### src/rtl/gps_uart_pkg.sv
// gps_uart_pkg: shared types and constants for the GPS-receiver UART transmitter.
//   tx_state_e         transmitter FSM states
//   SPEED_SLOW/FAST    encodings of tx_req_speed / tx_cur_speed
//   DEF_*              default divisors (50 MHz at 9600 / 115200 baud) and guard length
//   FRAME_BITS         bits per 8N1 frame (start + 8 data + stop)
//   cnt_width()        counter width able to count 0..max_val-1
package gps_uart_pkg;

    typedef enum logic [2:0] {
        ST_IDLE,
        ST_START,
        ST_DATA,
        ST_STOP,
        ST_SWITCH
    } tx_state_e;

    localparam logic SPEED_SLOW = 1'b0;
    localparam logic SPEED_FAST = 1'b1;

    localparam int unsigned DEF_CLKS_PER_BIT_SLOW = 5208;
    localparam int unsigned DEF_CLKS_PER_BIT_FAST = 434;
    localparam int unsigned DEF_GUARD_BITS        = 2;
    localparam int unsigned FRAME_BITS            = 10;

    function automatic int unsigned cnt_width(input int unsigned max_val);
        return (max_val > 1) ? $clog2(max_val) : 1;
    endfunction

endpackage

### src/rtl/gps_uart_tx_if.sv
// gps_uart_tx_if: controller <-> transmitter signal bundle.
//   tx_data[7:0]   byte to send (sampled on the accept cycle)
//   tx_send        single-cycle send strobe
//   tx_busy        frame or rate switch in progress
//   tx_req_speed   requested rate (0 = slow, 1 = fast)
//   tx_cur_speed   rate currently in effect
//   tx             serial line to the GPS RX pin, idle high
//   tx_byte_count  accepted-byte counter (only with GPS_TX_STATS_EN defined)
// Modports: master = GPS controller, slave = transmitter.
interface gps_uart_tx_if;

    logic [7:0] tx_data;
    logic       tx_send;
    logic       tx_busy;
    logic       tx_req_speed;
    logic       tx_cur_speed;
    logic       tx;
`ifdef GPS_TX_STATS_EN
    logic [15:0] tx_byte_count;

    modport master (
        output tx_data, tx_send, tx_req_speed,
        input  tx_busy, tx_cur_speed, tx, tx_byte_count
    );

    modport slave (
        input  tx_data, tx_send, tx_req_speed,
        output tx_busy, tx_cur_speed, tx, tx_byte_count
    );
`else
    modport master (
        output tx_data, tx_send, tx_req_speed,
        input  tx_busy, tx_cur_speed, tx
    );

    modport slave (
        input  tx_data, tx_send, tx_req_speed,
        output tx_busy, tx_cur_speed, tx
    );
`endif

endinterface

### src/rtl/gps_uart_tx_baud_gen.sv
// gps_baud_gen: bit-time tick generator.
//   clk, rst      clock, asynchronous active-low reset
//   restart       synchronous: hold the counter at 0
//   divisor[CW]   clk cycles per bit
//   tick          high on the last cycle of each bit time (count == divisor-1)
module gps_baud_gen #(
    parameter int unsigned CW = 13
) (
    input  logic          clk,
    input  logic          rst,
    input  logic          restart,
    input  logic [CW-1:0] divisor,
    output logic          tick
);

    logic [CW-1:0] cnt;

    assign tick = (cnt == divisor - CW'(1));

    always_ff @(posedge clk or negedge rst) begin
        if (!rst) begin
            cnt <= '0;
        end else if (restart || tick) begin
            cnt <= '0;
        end else begin
            cnt <= cnt + CW'(1);
        end
    end

endmodule

### src/rtl/gps_uart_tx.sv
// gps_uart_tx: 8N1, LSB-first serial transmitter for the GPS receiver RX pin,
// with a slow (power-on) and fast (post-config) baud rate.
//   clk            system clock
//   rst            asynchronous, active-low reset
//   bus            gps_uart_tx_if.slave (tx_data, tx_send, tx_busy,
//                  tx_req_speed, tx_cur_speed, tx[, tx_byte_count])
// Optional: define GPS_TX_STATS_EN to add the 16-bit wrapping tx_byte_count.
// A rate change is only taken in IDLE and holds the line idle for
// GUARD_BITS bit times at the old rate before the new rate applies.
module gps_uart_tx
    import gps_uart_pkg::*;
#(
    parameter int unsigned CLKS_PER_BIT_SLOW = DEF_CLKS_PER_BIT_SLOW,
    parameter int unsigned CLKS_PER_BIT_FAST = DEF_CLKS_PER_BIT_FAST,
    parameter int unsigned GUARD_BITS        = DEF_GUARD_BITS
) (
    input logic          clk,
    input logic          rst,
    gps_uart_tx_if.slave bus
);

    localparam int unsigned MAX_DIV = (CLKS_PER_BIT_SLOW > CLKS_PER_BIT_FAST) ?
                                      CLKS_PER_BIT_SLOW : CLKS_PER_BIT_FAST;
    localparam int unsigned CW        = cnt_width(MAX_DIV);
    localparam int unsigned GW        = cnt_width(GUARD_BITS);
    localparam int unsigned DATA_BITS = FRAME_BITS - 2;
    localparam logic [2:0]  LAST_BIT  = 3'(DATA_BITS - 1);

    tx_state_e     state_q, state_d;
    logic          tx_q, tx_d;
    logic          busy_q, busy_d;
    logic          cur_q, cur_d;
    logic [7:0]    shift_q, shift_d;
    logic [2:0]    bit_idx_q, bit_idx_d;
    logic [GW-1:0] guard_q, guard_d;
`ifdef GPS_TX_STATS_EN
    logic [15:0]   cnt_q, cnt_d;
`endif

    logic [CW-1:0] divisor;
    logic          tick;

    // Divisor only follows cur_q, which cannot change mid-frame.
    assign divisor = (cur_q == SPEED_FAST) ? CW'(CLKS_PER_BIT_FAST) : CW'(CLKS_PER_BIT_SLOW);

    gps_baud_gen #(
        .CW (CW)
    ) u_baud (
        .clk     (clk),
        .rst     (rst),
        .restart (state_q == ST_IDLE),
        .divisor (divisor),
        .tick    (tick)
    );

    always_ff @(posedge clk or negedge rst) begin
        if (!rst) begin
            state_q   <= ST_IDLE;
            tx_q      <= 1'b1;
            busy_q    <= 1'b0;
            cur_q     <= SPEED_SLOW;
            shift_q   <= '0;
            bit_idx_q <= '0;
            guard_q   <= '0;
`ifdef GPS_TX_STATS_EN
            cnt_q     <= '0;
`endif
        end else begin
            state_q   <= state_d;
            tx_q      <= tx_d;
            busy_q    <= busy_d;
            cur_q     <= cur_d;
            shift_q   <= shift_d;
            bit_idx_q <= bit_idx_d;
            guard_q   <= guard_d;
`ifdef GPS_TX_STATS_EN
            cnt_q     <= cnt_d;
`endif
        end
    end

    always_comb begin
        state_d   = state_q;
        tx_d      = tx_q;
        busy_d    = busy_q;
        cur_d     = cur_q;
        shift_d   = shift_q;
        bit_idx_d = bit_idx_q;
        guard_d   = guard_q;
`ifdef GPS_TX_STATS_EN
        cnt_d     = cnt_q;
`endif
        case (state_q)
            ST_IDLE: begin
                // Rate change wins over a simultaneous send; the byte is dropped.
                if (bus.tx_req_speed != cur_q) begin
                    state_d = ST_SWITCH;
                    busy_d  = 1'b1;
                    guard_d = '0;
                end else if (bus.tx_send) begin
                    state_d = ST_START;
                    shift_d = bus.tx_data;
                    tx_d    = 1'b0;
                    busy_d  = 1'b1;
`ifdef GPS_TX_STATS_EN
                    cnt_d   = cnt_q + 16'd1;
`endif
                end
            end
            ST_START: begin
                if (tick) begin
                    state_d   = ST_DATA;
                    tx_d      = shift_q[0];
                    shift_d   = {1'b0, shift_q[7:1]};
                    bit_idx_d = '0;
                end
            end
            ST_DATA: begin
                if (tick) begin
                    if (bit_idx_q == LAST_BIT) begin
                        state_d = ST_STOP;
                        tx_d    = 1'b1;
                    end else begin
                        tx_d      = shift_q[0];
                        shift_d   = {1'b0, shift_q[7:1]};
                        bit_idx_d = bit_idx_q + 3'd1;
                    end
                end
            end
            ST_STOP: begin
                if (tick) begin
                    state_d = ST_IDLE;
                    busy_d  = 1'b0;
                end
            end
            ST_SWITCH: begin
                if (tick) begin
                    if (guard_q == GW'(GUARD_BITS - 1)) begin
                        // Always lands on the rate requested at entry (the
                        // opposite of cur_q); a reverted request is then
                        // picked up by IDLE as a fresh switch.
                        cur_d   = ~cur_q;
                        state_d = ST_IDLE;
                        busy_d  = 1'b0;
                    end else begin
                        guard_d = guard_q + GW'(1);
                    end
                end
            end
            default: begin
                state_d = ST_IDLE;
                tx_d    = 1'b1;
                busy_d  = 1'b0;
            end
        endcase
    end

    assign bus.tx           = tx_q;
    assign bus.tx_busy      = busy_q;
    assign bus.tx_cur_speed = cur_q;
`ifdef GPS_TX_STATS_EN
    assign bus.tx_byte_count = cnt_q;
`endif

endmodule

### src/flat_wrapper.sv
// flat-port wrapper written by rule: the top's interface ports become plain ports
module gps_uart_tx_flat import gps_uart_pkg::*;
#(
    parameter int unsigned CLKS_PER_BIT_SLOW = DEF_CLKS_PER_BIT_SLOW,
    parameter int unsigned CLKS_PER_BIT_FAST = DEF_CLKS_PER_BIT_FAST,
    parameter int unsigned GUARD_BITS        = DEF_GUARD_BITS
)
  (clk, rst, bus_tx_data, bus_tx_send, bus_tx_req_speed, bus_tx_busy, bus_tx_cur_speed, bus_tx);
  gps_uart_tx_if bus_i ();
  input logic clk;
  input logic rst;
  input wire logic [$bits(bus_i.tx_data)-1:0] bus_tx_data;
  input wire logic [$bits(bus_i.tx_send)-1:0] bus_tx_send;
  input wire logic [$bits(bus_i.tx_req_speed)-1:0] bus_tx_req_speed;
  output wire logic [$bits(bus_i.tx_busy)-1:0] bus_tx_busy;
  output wire logic [$bits(bus_i.tx_cur_speed)-1:0] bus_tx_cur_speed;
  output wire logic [$bits(bus_i.tx)-1:0] bus_tx;
  assign bus_i.tx_data = bus_tx_data;
  assign bus_i.tx_send = bus_tx_send;
  assign bus_i.tx_req_speed = bus_tx_req_speed;
  assign bus_tx_busy = bus_i.tx_busy;
  assign bus_tx_cur_speed = bus_i.tx_cur_speed;
  assign bus_tx = bus_i.tx;
  gps_uart_tx #(.CLKS_PER_BIT_SLOW(CLKS_PER_BIT_SLOW), .CLKS_PER_BIT_FAST(CLKS_PER_BIT_FAST), .GUARD_BITS(GUARD_BITS)) u_core (.clk(clk), .rst(rst), .bus(bus_i));
endmodule
### config.mk
export PLATFORM = sky130hd
export DESIGN_NAME = gps_uart_tx_flat
export DESIGN_NICKNAME = d
export VERILOG_FILES = /design/src/rtl/gps_uart_pkg.sv /design/src/rtl/gps_uart_tx_if.sv /design/src/rtl/gps_uart_tx_baud_gen.sv /design/src/rtl/gps_uart_tx.sv /design/src/flat_wrapper.sv
export SDC_FILE = /design/constraint.sdc
export NUM_CORES = 1
export LEC_CHECK = 0
export ABC_AREA = 1
export CAP_MARGIN = 20
export CORE_ASPECT_RATIO = 1.1
export CORE_UTILIZATION = 53
export DETAILED_ROUTE_END_ITERATION = 6
export PLACE_DENSITY = 0.77
export SYNTH_ARGS = -nofsm -noshare
export SYNTH_HDL_FRONTEND = slang
export SYNTH_HIERARCHICAL = 1
export SYNTH_SLANG_ARGS = --single-unit
### constraint.sdc
create_clock -name clk -period 2.2 [get_ports clk]
set_input_delay 0.44 -clock clk [delete_from_list [all_inputs] [get_ports clk]]
set_output_delay 0.44 -clock clk [all_outputs]
set_load 0.01 [all_outputs]
==> impl_metrics.yaml <==
power_and_ir_drop:
  p_sw_share_pct: 23.5
  vdd_drop_max_mv: 0.351
  seq_power_share_pct: 53.2
  p_leak_uw: 0.00147
  finalPower_uw: 1070
  p_comb_share_pct: 6.5
  p_int_uw: 819
  power_density_mw_per_mm2: 389
  p_sw_uw: 252
  power_frac_clock_pct: 40.3
synth:
  synth_seq_area_share_pct: 34.3
  synth-seq-cells: 31
  synth_area_mm2: 0.00227
  ys.warnings.count: 6
  synth_cell_types: 27
  synth.largest_area_cell: "dfrtp_1"
  syn_avg_cell_area_um2: 6.69
  synth_top_area_share_pct: 33.1
  synthCells: 339
  yosys-top-cells-area: "dfrtp_1 (33%), nand2_1 (22%), inv_1 (6.3%)"
min_path:
  min_to: "u_core/bus.tx"
  hp-start: "u_core/bus.tx"
  min_path_cells: 2
  hold_class: "reg -> reg"
finish:
  fill_cells: 364
  n_antenna_cell: 0
  final_layout_size_suffix_gt1_share_pct: 18.9
  fin_util_pct: 68.4
  nets: 396
  syn_to_final_growth_pct: 21.3
timing:
  max_freq_ghz: 0.460
  maxSlewHeadroom_pct: 65.5
  finalHoldViolations: 0
  tightest_slew_ns: 0.515
  fin_crit_ns: 2.17
  setup-tns-final_ns: 0
  post-route-period-util_pct: 98.8
  rsz0062_at_grt: "true"
  slew_viol_final: 0
  setup_viol: 0
  fin_skew_ns: 0.00756
placement:
  place.gp.congestion: 0.918
  dp_hpwl_um: 3490
  io_buffer_count: 14
clock_tree:
  cts-root-buf: "clkbuf_8"
  cts_hold_buffers: 0
  cts_sinks: 31
  htree_levels: 2
  clk_latency_ns: 0.28
  clkSlewWorstSetupHoldPaths_ns: 0.07
  clockBufferDepth: 2
  cts_buffers: 5
  tritoncts: "built"
global_route:
  grt_pass1_wl_um: 8200
  grt.met1_usage_pct: 27.6
  grt_start_max_net_pins: 23
  grtUsageMet2_pct: 40.6
  grt_pass1_vias: 1983
  grt_busiest_layer: "met2"
  grt_use_total_pct: 23.1
  antenna_found_initial: 0
  use_met3_pct: 3.87
  grt-ovfl-total: 0
die:
  initial_core_util_pct: 56.4
  die_w_um: 64.4
  rows: 24
  io_pins: 15
  die_h_um: 70.6
  core-area_mm2: 0.00402
  die_area_mm2: 0.00455
detailed_routing:
  drtAntennaViolNets: 0
  wl_um: 4760
  dr.first_iter.drc_count: 124
  drcViolationCount: 0
  vias_per_cell: 4.95
  route.vias.total: 2145
  first_pass_iters: 4
  wl_per_cell_um: 11.0
job:
  maxCapViolCount: 0
critical_path:
  cp.required_ns: 2.38
  r2r-start: "u_core/bus.tx_cur_speed"
  worstSetupEndpointType: "register"
  reg2reg_depth: 20
  cp.arrival_ns: 2.35
  path_class: "reg -> reg"
  path_max_fanout: 6
  crit_path_start_kind: "register"
  ff2ff_setup_slack_ns: 0.03
  r2r_end: "u_core/state_q[0]"
status:
  status: "finished clean"
## timing repair
| action | 4_1_cts | 5_1_grt |
|---|---|---|
| resized for setup | 5 | 18 |
| buffers inserted | 0 | 3 |
| setup endpoints to repair | 4 | 30 |
| pin swaps | 2 | 15 |
## Yosys cell counts (all sizes together)
cell type / n
o21ai: 8
xor2: 12
dfstp: 1
ha: 4
nand3: 30
nor3: 3
nand4: 5
nand3b: 3
a21boi: 1
nor2: 51
buf: 3
nand2: 138
xnor2: 3
conb: 2
clkinv: 1
dfrtp: 30
o21bai: 1
inv: 42
a21o: 1
## worst max-delay path, cell delays in order (launching register included)
cell     delay (ns)
dfrtp_2        0.43
inv_2          0.08
ha_4           0.20
nand2_2        0.06
inv_1          0.03
nor2_1         0.08
nand2_1        0.05
nor2_1         0.10
nand2_1        0.06
nor2_1         0.10
nand2_1        0.07
nor2_2         0.11
nand3_2        0.08
inv_2          0.08
inv_4          0.06
nand3_2        0.09
nand2_4        0.07
nor2_4         0.13
nand2_2        0.08
nand2_1        0.06
nand2_1        0.05
## per-stage QoR
stage	area (um2)	setup slack (ns)	hold WS, ns	std cells
2_1_floorplan	2320	-0.0131	0.144	352
3_3_place_gp	2550	0.0447	0.454	422
3_5_place_dp	2550	-0.0302	0.462	422
4_1_cts	2660	-0.00977	0.471	430
5_1_grt	2750	-0.198	0.502	433
6_report	2750	0.0273	0.465	433
## power by group through the flow
stage	registers, uW	logic, uW	clock network (uW)
finish	570	69.5	431
global route	569	79.8	469
CTS	570	68.0	452
detailed placement	581	67.6	0
global placement	581	66.9	0
floorplan	581	29.3	0
## area by class of cell
type,instances,area [um2],share of cell area (%)
clock buffer,5,68.8,2.50
multi-input combinational,275,1430,52.0
timing repair buffer,24,228,8.27
sequential,31,778,28.3
inverter,43,168,6.09
tap,52,65.1,2.36
clock inverter,3,15.0,0.545
## flip-flops by register name (all words and copies together) (netlist names)
| register | count |
|---|---|
| u_core/shift_q | 8 |
| u_core/bus.tx_busy | 1 |
| u_core/bus.tx_cur_speed | 1 |
| u_core/u_baud/cnt | 13 |
| u_core/state_q | 3 |
| u_core/guard_q | 1 |
| u_core/bus.tx | 1 |
| u_core/bit_idx_q | 3 |
## worst max-delay path by stage
stage | from | endpoint | cells after the start
3_3_place_gp | u_core/bus.tx_cur_speed | u_core/state_q[1] | 20
2_1_floorplan | u_core/bus.tx_cur_speed | u_core/state_q[0] | 19
6_report | u_core/bus.tx_cur_speed | u_core/state_q[0] | 20
3_5_place_dp | u_core/bus.tx_cur_speed | u_core/state_q[1] | 20
5_1_grt | u_core/bus.tx_cur_speed | u_core/state_q[1] | 20
4_1_cts | u_core/bus.tx_cur_speed | u_core/state_q[1] | 20
## per-layer routing
layer  vias to the layer above  part of all wire [%]
li1                       1108                     -
met5                         -                     0
met2                        49                    54
met1                       984                    42
met3                         4                   3.7
met4                         0                  0.48
## cells by family (layout without fill, tap and decap cells)
logic type	count (synthesis)	after routing	share of synthesized area, %
simple gates	230	230	46.1
buf+inv	46	75	8.60
flops	31	31	34.3
xor+xnor	15	15	5.79
compound gates	11	11	2.76
fa+ha+maj	4	4	2.21
other cells	2	15	0.331
## layout by cell type, fill, tap and decap left out, drive strengths merged
cell,instances
clkinvlp,1
xor2,12
o21bai,1
clkinv,4
nor3,3
a21o,1
a21boi,1
dfstp,1
clkbuf,5
conb,15
nor2,51
ha,4
nand4,5
buf,10
nand2,138
nand3,30
nand3b,3
o21ai,8
clkdlybuf4s50,14
inv,41
dfrtp,30
xnor2,3
Note: power is estimated with default switching activity, not from simulation.
